--- config.mk ---
export PLATFORM = sky130hd
export DESIGN_NAME = alu_result_skid
export DESIGN_NICKNAME = d
export VERILOG_FILES = /design/src/rtl/alu_pkg.sv /design/src/rtl/alu_result_flags.sv /design/src/rtl/alu_result_skid.sv
export SDC_FILE = /design/constraint.sdc
export NUM_CORES = 1
export LEC_CHECK = 0
export BUFFER_PORTS_ARGS = -buffer_cell sky130_fd_sc_hd__buf_4
export CAP_MARGIN = 15
export CELL_PAD_IN_SITES_DETAIL_PLACEMENT = 2
export CELL_PAD_IN_SITES_GLOBAL_PLACEMENT = 2
export CORE_MARGIN = 2
export CORE_UTILIZATION = 32
export DETAILED_ROUTE_END_ITERATION = 6
export PLACE_DENSITY_LB_ADDON = 0.1
export REMOVE_ABC_BUFFERS = 1
export SLEW_MARGIN = 5
export SYNTH_ARGS = -nofsm -noshare
export SYNTH_HDL_FRONTEND = slang
export SYNTH_SLANG_ARGS = --single-unit
--- constraint.sdc ---
create_clock -name clk -period 2.1 [get_ports clk]
set_input_delay 0.315 -clock clk [delete_from_list [all_inputs] [get_ports clk]]
set_output_delay 0.315 -clock clk [all_outputs]
set_load 0.05 [all_outputs]
--- src/rtl/alu_pkg.sv ---
// alu_pkg: shared ALU widths, select codes and skid occupancy states
package alu_pkg;
  localparam int DATA_W = 32;
  localparam int CH_W = 3;
  localparam logic [CH_W-1:0] CH_IN0 = 3'd0;
  localparam logic [CH_W-1:0] CH_IN1 = 3'd1;
  localparam logic [CH_W-1:0] CH_IN2 = 3'd2;
  localparam logic [CH_W-1:0] CH_IN3 = 3'd3;
  localparam logic [CH_W-1:0] CH_IN4 = 3'd4;
  localparam logic [CH_W-1:0] CH_IN5 = 3'd5;
  localparam logic [CH_W-1:0] CH_IN6 = 3'd6;
  localparam logic [CH_W-1:0] CH_IN7 = 3'd7;
  typedef enum logic [1:0] {EMPTY = 2'd0, ONE = 2'd1, TWO = 2'd2} occ_t;
endpackage

--- src/rtl/alu_result_flags.sv ---
// alu_result_flags: combinational zero/negative flags of a W-bit word
//   i_data [W-1:0] in; o_zero = (i_data == 0); o_neg = i_data MSB
module alu_result_flags #(
  parameter int W = 32
) (
  input  logic [W-1:0] i_data,
  output logic         o_zero,
  output logic         o_neg
);
  assign o_zero = ~|i_data;
  assign o_neg = i_data[W-1];
endmodule

--- src/rtl/alu_result_skid.sv ---
// alu_result_skid: registered result stage with 2-entry skid buffer and registered in_ready
//   in_valid/in_ready/in_data/in_ch: producer side (mux output + select code)
//   out_valid/out_ready/out/out_ch/out_zero/out_neg: writeback consumer side
//   ALU_RESULT_STALL_CNT_EN adds stall_cnt[15:0], saturating count of stalled output cycles
module alu_result_skid #(
  parameter int DATA_W = alu_pkg::DATA_W,
  parameter int CH_W = alu_pkg::CH_W
) (
  input  logic              clk,
  input  logic              rst_n,
  input  logic              in_valid,
  output logic              in_ready,
  input  logic [DATA_W-1:0] in_data,
  input  logic [CH_W-1:0]   in_ch,
  output logic              out_valid,
  input  logic              out_ready,
  output logic [DATA_W-1:0] out,
  output logic [CH_W-1:0]   out_ch,
  output logic              out_zero,
  output logic              out_neg
`ifdef ALU_RESULT_STALL_CNT_EN
  ,output logic [15:0]      stall_cnt
`endif
);
  import alu_pkg::occ_t;
  import alu_pkg::EMPTY;
  import alu_pkg::ONE;
  import alu_pkg::TWO;
  occ_t r_state, w_next;
  logic r_in_ready;
  logic [DATA_W-1:0] r_out, r_skid_data, w_src_data;
  logic [CH_W-1:0] r_out_ch, r_skid_ch, w_src_ch;
  logic r_zero, r_neg, w_zero, w_neg;
  logic w_acc, w_drain, w_load_main, w_load_skid;
  assign w_acc = in_valid && r_in_ready;
  assign w_drain = out_valid && out_ready;
  always_comb begin
    w_next = r_state;
    w_load_main = 1'b0;
    w_load_skid = 1'b0;
    case (r_state)
      EMPTY: begin
        w_next = w_acc ? ONE : EMPTY;
        w_load_main = w_acc;
      end
      ONE: begin
        w_next = (w_acc && !w_drain) ? TWO : (!w_acc && w_drain) ? EMPTY : ONE;
        w_load_main = w_acc && w_drain;
        w_load_skid = w_acc && !w_drain;
      end
      TWO: begin
        w_next = w_drain ? ONE : TWO;
        w_load_main = w_drain;
      end
      default: w_next = EMPTY;
    endcase
  end
  // In TWO the main reg refills from the skid entry; otherwise straight from the mux
  assign w_src_data = (r_state == TWO) ? r_skid_data : in_data;
  assign w_src_ch = (r_state == TWO) ? r_skid_ch : in_ch;
  alu_result_flags #(.W(DATA_W)) u_flags (
    .i_data(w_src_data),
    .o_zero(w_zero),
    .o_neg(w_neg)
  );
  always_ff @(posedge clk or negedge rst_n) begin
    if (!rst_n) begin
      r_state <= EMPTY;
      r_in_ready <= 1'b1;
    end else begin
      r_state <= w_next;
      r_in_ready <= (w_next != TWO);
    end
  end
  always_ff @(posedge clk or negedge rst_n) begin
    if (!rst_n) begin
      r_out <= '0;
      r_out_ch <= '0;
      r_zero <= 1'b1;
      r_neg <= 1'b0;
      r_skid_data <= '0;
      r_skid_ch <= '0;
    end else begin
      if (w_load_main) begin
        r_out <= w_src_data;
        r_out_ch <= w_src_ch;
        r_zero <= w_zero;
        r_neg <= w_neg;
      end
      if (w_load_skid) begin
        r_skid_data <= in_data;
        r_skid_ch <= in_ch;
      end
    end
  end
  assign in_ready = r_in_ready;
  assign out_valid = (r_state != EMPTY);
  assign out = r_out;
  assign out_ch = r_out_ch;
  assign out_zero = r_zero;
  assign out_neg = r_neg;
`ifdef ALU_RESULT_STALL_CNT_EN
  logic [15:0] r_stall_cnt;
  always_ff @(posedge clk or negedge rst_n) begin
    if (!rst_n) r_stall_cnt <= '0;
    else if (out_valid && !out_ready && r_stall_cnt != 16'hFFFF) r_stall_cnt <= r_stall_cnt + 16'd1;
  end
  assign stall_cnt = r_stall_cnt;
`endif
endmodule
==> results by group, run 1 <==
Global route
  • First-pass GRT wire length: 14200 um
  • Vias in the first global route: 2674
  • Pin count of the biggest net entering global routing: 37
  • Grt ovf: 0
  • Initial antenna violation count: 0
  • GRT Total Usage: 0.168

Setup path
  • Reg2Reg Depth: 8
  • Setup CP Type: flop to flop
  • Bufs and invs on worst path: 2
  • Reg-to-reg endpoint: out[22]
  • Reg-to-Reg Start: r_state[0]
  • Crit path max-delay family: compound AO/OA/AOI/OAI gates
  • Crit-path slowest cell: dfrtp_1
  • Critical Path Max Stage Delay: 0.46 ns
  • Worst-path fanout max: 32
  • Arr. time, crit path: 2.24 ns
  • Worst Setup End Kind: flop
  • Internal reg-to-reg setup slack: 0.11 ns
  • Worst EP required: 2.35 ns
  • Startpoint class of the critical path: flop
  • Crit-path cells: nor2_4, nor2b_1, ha_1, a222oi_1, buf_4, buf_12, nand2_1, o21ai_0

Routing
  • WL/cell: 17.6 um
  • ANT nets after route: 0
  • DRC errors left: 0
  • Total number of vias: 2411
  • DRT Pass-1 Iters: 4
  • WL final: 8650 um
  • Vias per cell: 4.91
  • Initial DRC Count: 34

Clocking
  • Clock buffer depth: 2
  • H-tree levels: 3
  • TritonCTS buffer count: 9
  • CTS tree: built
  • Worst-path clk slew: 0.08 ns
  • Clk sinks: 74
  • Clock latency on the worst-skew pair: 0.35 ns
  • Root buffer cell: clkbuf_8

Layout
  • Fin util: 0.433
  • Final Non-Filler Cells: 491
  • Share of cells above drive strength 1: 0.397
  • Diode count: 0
  • Layout area overhead: 30.8%
  • Nets: 394

Floorplanning
  • I/O Pins: 78
  • Die height: 105 um
  • Row count: 36
  • Die area: 0.0110 mm^2
  • Core Area: 0.00982 mm^2
  • Starting Density: 0.331
  • Chip Width: 105 um

Timing
  • FMAX: 503 MHz
  • Final worst path period share: 0.946
  • Worst slew pin tran: 0.513 ns
  • Endpoints failing setup: 0
  • Final WS setup: 0.114 ns
  • Minimum clock period: 1.99 ns
  • Final Hold Viols: 0
  • Slew HR: 0.658
  • Clock Skews: 0.00859 ns
  • Final max-slew violation count: 0

Synthesis
  • Post-synth ARST share: 1.00
  • Distinct cells, synth: 21
  • Seq/Total Area, Yosys: 0.571
  • Mean Syn Cell Area: 12.0 um^2
  • Yosys reg bits: 74
  • Top cells by area, synth: dfrtp_1, mux2_2, mux2i_1, o21ai_0, nand2_1
  • Mapped Cells: 271
  • Synthesized cell area: 0.00325 mm^2
  • Top FF cell, synth: dfrtp_1
  • Post-synth top area share: 0.555
  • Post-synth EDFFs: 0
  • Yosys top cell by area: dfrtp_1
  • Synth Warn #: 0
  • Synth top cells by count: dfrtp_1, nand2_1, o21ai_0
  • Most frequent cell after synthesis: dfrtp_1

Min path
  • Min-delay src: in_ch[2]
  • Hold depth: 2
  • Hold EP: r_skid_ch[2]
  • Worst min path class: input pin to flop

Status
  • Status: finished, final reports clean

Pwr
  • Pleak: 0.00188 uW
  • Total power: 7560 uW
  • P per Cell Area: 1780 mW/mm^2
  • Peak VDD IR: 0.663 mV

Placed design
  • GP Congestion: 0.707
  • HPWL Detailed: 6050 um
  • Dpl ws: 0.0188 ns
  • Port buffer count: 77
  • Placed cell count: 473

Job
  • Max Cap Viol: 0
## kinds of logic (layout without fill, tap and decap cells)
kind of cell	Yosys count	count (layout)	share of synthesized area
DFF	74	74	0.571
and+or+nand+nor	68	68	0.100
muxes	70	70	0.229
adders and majority gates	2	2	0.00770
AOI/OAI and AO/OA	39	39	0.0643
buffers and inverters	18	105	0.0277
## repair_timing
item / CTS / global route
endpoints found under the setup margin: 11 / 27
endpoints found under the hold margin: 32 / 0
pin swaps: 0 / 1
hold buffers: 1 / 0
setup buffers: 0 / 1
gates resized for setup: 1 / 2
## routing by layer
metal,vias to the layer above,track usage,part of all wire
li1,1132,-,-
met1,1216,0.213,0.45
met2,53,0.275,0.49
met3,10,0.0418,0.044
met4,0,0.0657,0.015
met5,-,0,0
## state kept, by name (all words and copies together), names as in the netlist
name	cells
out	32
r_skid_data	32
out_ch	3
r_skid_ch	3
r_state	2
in_ready	1
out_zero	1
## report_power, final
group          switching [uW]  internal (uW)  leakage [uW]
combinational            2400           1450      0.000895
clock                     542            522     0.0000944
sequential                495           2150      0.000894
total                    3430           4130       0.00188
## per-stage QoR
| stage | instance area, um^2 | hold slack (ns) | setup TNS, ns |
|---|---|---|---|
| floorplan | 3170 | 0.0194 | -136.63 |
| global placement | 4030 | 0.327 | 0 |
| detailed placement | 4030 | 0.328 | 0 |
| CTS | 4230 | 0.186 | 0 |
| global route | 4250 | 0.188 | -0.00598 |
| finish | 4250 | 0.205 | 0 |
## placed cells by master (no fill, tap or decap), types with 3 or more instances in the layout
master     n
buf_12     4
nor4_1    18
nand2_1   37
dfrtp_1   72
o21ai_0   36
mux2_2    35
buf_4     81
mux2i_1   35
nor2b_1    3
clkbuf_8  12
## layout make-up
type	instances	area, um^2
Clock buffer	12	165
Clock inverter	4	25.0
Fill cell	1088	5570
Inverter	2	7.51
Multi-Input combinational cell	179	1320
Sequential cell	74	1850
Tap cell	133	166
Timing Repair Buffer	87	709
## worst max path at each step
stage / slack (ns) / start / cells after the start / endpoint
global route: -0.006 / r_state[0] / 8 / out[22]
detailed placement: 0.02 / r_state[0] / 7 / out[27]
global placement: 0.14 / r_state[0] / 7 / out[4]
CTS: 0.04 / r_state[0] / 7 / out[1]
finish: 0.11 / r_state[0] / 8 / out[22]
floorplan: -3.63 / r_state[0] / 4 / out_zero
(Power assumes the default switching activity.)
==> run 2: changes to the inputs <==
--- a/config.mk
+++ b/config.mk
@@ -10,7 +10,8 @@
 export CELL_PAD_IN_SITES_DETAIL_PLACEMENT = 2
 export CELL_PAD_IN_SITES_GLOBAL_PLACEMENT = 2
 export CORE_MARGIN = 2
-export CORE_UTILIZATION = 32
+export CORE_UTILIZATION = 34
+export CTS_CLUSTER_SIZE = 30
 export DETAILED_ROUTE_END_ITERATION = 6
 export PLACE_DENSITY_LB_ADDON = 0.1
 export REMOVE_ABC_BUFFERS = 1
==> constraint.sdc (replaced) <==
create_clock -name clk -period 2.1 [get_ports clk]
set_input_delay 0 -clock clk [delete_from_list [all_inputs] [get_ports clk]]
set_output_delay 0 -clock clk [all_outputs]
set_load 0.05 [all_outputs]
==> run 2 against run 1 <==
Sequential cell count unchanged. Critical endpoint is now out[13]. Non-clock buffer count up 38. Die area down 5.7%. Critical path depth unchanged. Critical path type unchanged. Highest routed layer unchanged.
==> results by group, run 2 (same netlist as run 1, synthesis figures left out) <==
Status
  • Status: finished, final reports clean

Setup path
  • Worst Setup End Kind: flop
  • Startpoint class of the critical path: flop
  • Worst-path fanout max: 18
  • Internal reg-to-reg setup slack: 0.08 ns
  • Reg2Reg Depth: 8
  • Reg-to-Reg Start: r_state[1]
  • Crit-path slowest cell: a222oi_1
  • Reg-to-reg endpoint: out[13]
  • Critical Path Max Stage Delay: 0.45 ns
  • Worst EP required: 2.36 ns
  • Arr. time, crit path: 2.28 ns
  • Crit-path cells: nor2_4, nor2b_1, ha_1, a222oi_1, buf_4, buf_8, nand2_1, o21ai_0
  • Setup CP Type: flop to flop

Timing
  • Clock Skews: 0.00827 ns
  • Worst slew pin tran: 0.594 ns
  • Endpoints failing setup: 0
  • Slew HR: 0.604
  • Final WS setup: 0.0816 ns
  • RSZ-0062 raised after global routing: true
  • Final Hold Viols: 0
  • FMAX: 495 MHz
  • Final max-slew violation count: 0
  • Minimum clock period: 2.02 ns
  • Hold WS: 0.147 ns
  • Final worst path period share: 0.961

Global route
  • GRT Total Usage: 0.193
  • M1 GR Usage: 0.234
  • First-pass GRT wire length: 15100 um
  • Initial antenna violation count: 0
  • Vias in the first global route: 2918
  • Pin count of the biggest net entering global routing: 43
  • Grt ovf: 0
  • Global routing's busiest layer: met2
  • M3 GR Usage: 0.0345
  • Met2 usage: 0.341

Layout
  • Fin util: 0.504
  • Layout area overhead: 43.3%
  • Final Non-Filler Cells: 525
  • Diode count: 0
  • Fill count: 920
  • Area of the multi-input gates: 0.00132 mm^2
  • Sequential Area: 0.00185 mm^2
  • Commonest non-fill, non-tap cells in the layout: buf_4, dfrtp_1, nand2_1, dlygate4sd3_1, o21ai_0
  • Nets: 432
  • Commonest non-fill, non-tap cell in the layout: buf_4
  • Share of cells above drive strength 1: 0.364

Pwr
  • P per Cell Area: 1680 mW/mm^2
  • Pleak: 0.00206 uW
  • Total power: 7800 uW
  • Peak VDD IR: 0.746 mV

Clocking
  • H-tree levels: 3
  • Clock latency on the worst-skew pair: 0.35 ns
  • Clock buffer depth: 2
  • CTS tree: built
  • Worst-path clk slew: 0.08 ns
  • Root buffer cell: clkbuf_8
  • TritonCTS buffer count: 9
  • Clk sinks: 74

Floorplanning
  • Row count: 35
  • Core Area: 0.00924 mm^2
  • Die area: 0.0104 mm^2
  • I/O Pins: 78
  • Chip Width: 102 um
  • Die height: 102 um
  • Starting Density: 0.352

Routing
  • WL final: 9380 um
  • Total number of vias: 2585
  • Vias per cell: 4.92
  • DRT Pass-1 Iters: 4
  • ANT nets after route: 0
  • WL/cell: 17.9 um
  • Initial DRC Count: 34
  • DRC errors left: 0

Placed design
  • Placed cell count: 470
  • Port buffer count: 77
  • GP Congestion: 0.740
  • HPWL Detailed: 5850 um
  • Dpl ws: 0.0150 ns

Min path
  • Min-delay src: in_valid
  • Hold EP: r_state[0]
  • Worst min path class: input pin to flop
  • Hold depth: 3

Job
  • Max Cap Viol: 0
run 2: cell types whose count changed in the layout (fill, tap and decap cells not counted), sizes merged:
cell and change:
buf +1, clkbuf +1, dlygate4sd3 +36
run 2: worst max path at each step:
stage / end / start / slack, ns
2_1_floorplan: out_zero / r_state[0] / -3.63
3_3_place_gp: out_ch[0] / r_state[1] / 0.18
3_5_place_dp: out_ch[0] / r_state[1] / 0.02
4_1_cts: out_ch[0] / r_state[1] / 0.04
5_1_grt: out_ch[0] / r_state[1] / -0.05
6_report: out[13] / r_state[1] / 0.08
run 2: power breakdown:
| part | total [uW] | switching [uW] | internal, uW |
|---|---|---|---|
| logic | 4090 | 2500 | 1590 |
| clock network | 1070 | 549 | 522 |
| registers | 2640 | 493 | 2150 |
run 2: metrics by stage:
stage / cell area, um^2 / TNS, ns
final: 4650 / 0
after global routing: 4650 / -0.534
after CTS: 4610 / 0
after detailed placement: 4050 / 0
after global placement: 4050 / 0
after floorplan: 3170 / -136.63
run 2: critical path: cells and delay by family (launching register included):
| family | cells | cell delay (ns) |
|---|---|---|
| compound gates | 2 | 0.54 |
| buf+inv | 2 | 0.42 |
| flops | 1 | 0.44 |
| simple gates | 3 | 0.31 |
| fa+ha+maj | 1 | 0.20 |
run 2: timing repair:
item	CTS	global route
hold buffers	37	0
gates resized for setup	1	3
pin swaps	0	1
setup endpoints to repair	26	28
cloned	0	1
hold endpoints to repair	112	0
buffers inserted	0	1
run 2: final cells by class:
class / instances / share of cell area
Inverter: 2 / 0.00161
Timing Repair Buffer: 125 / 0.240
Clock buffer: 12 / 0.0355
Sequential cell: 74 / 0.398
Clock inverter: 4 / 0.00538
Tap cell: 129 / 0.0347
Multi-Input combinational cell: 179 / 0.284
run 2: layer usage:
metal / part of all wire / vias up
li1: - / 1202
met1: 0.43 / 1322
met2: 0.52 / 51
met3: 0.034 / 10
met4: 0.014 / 0
met5: 0 / -
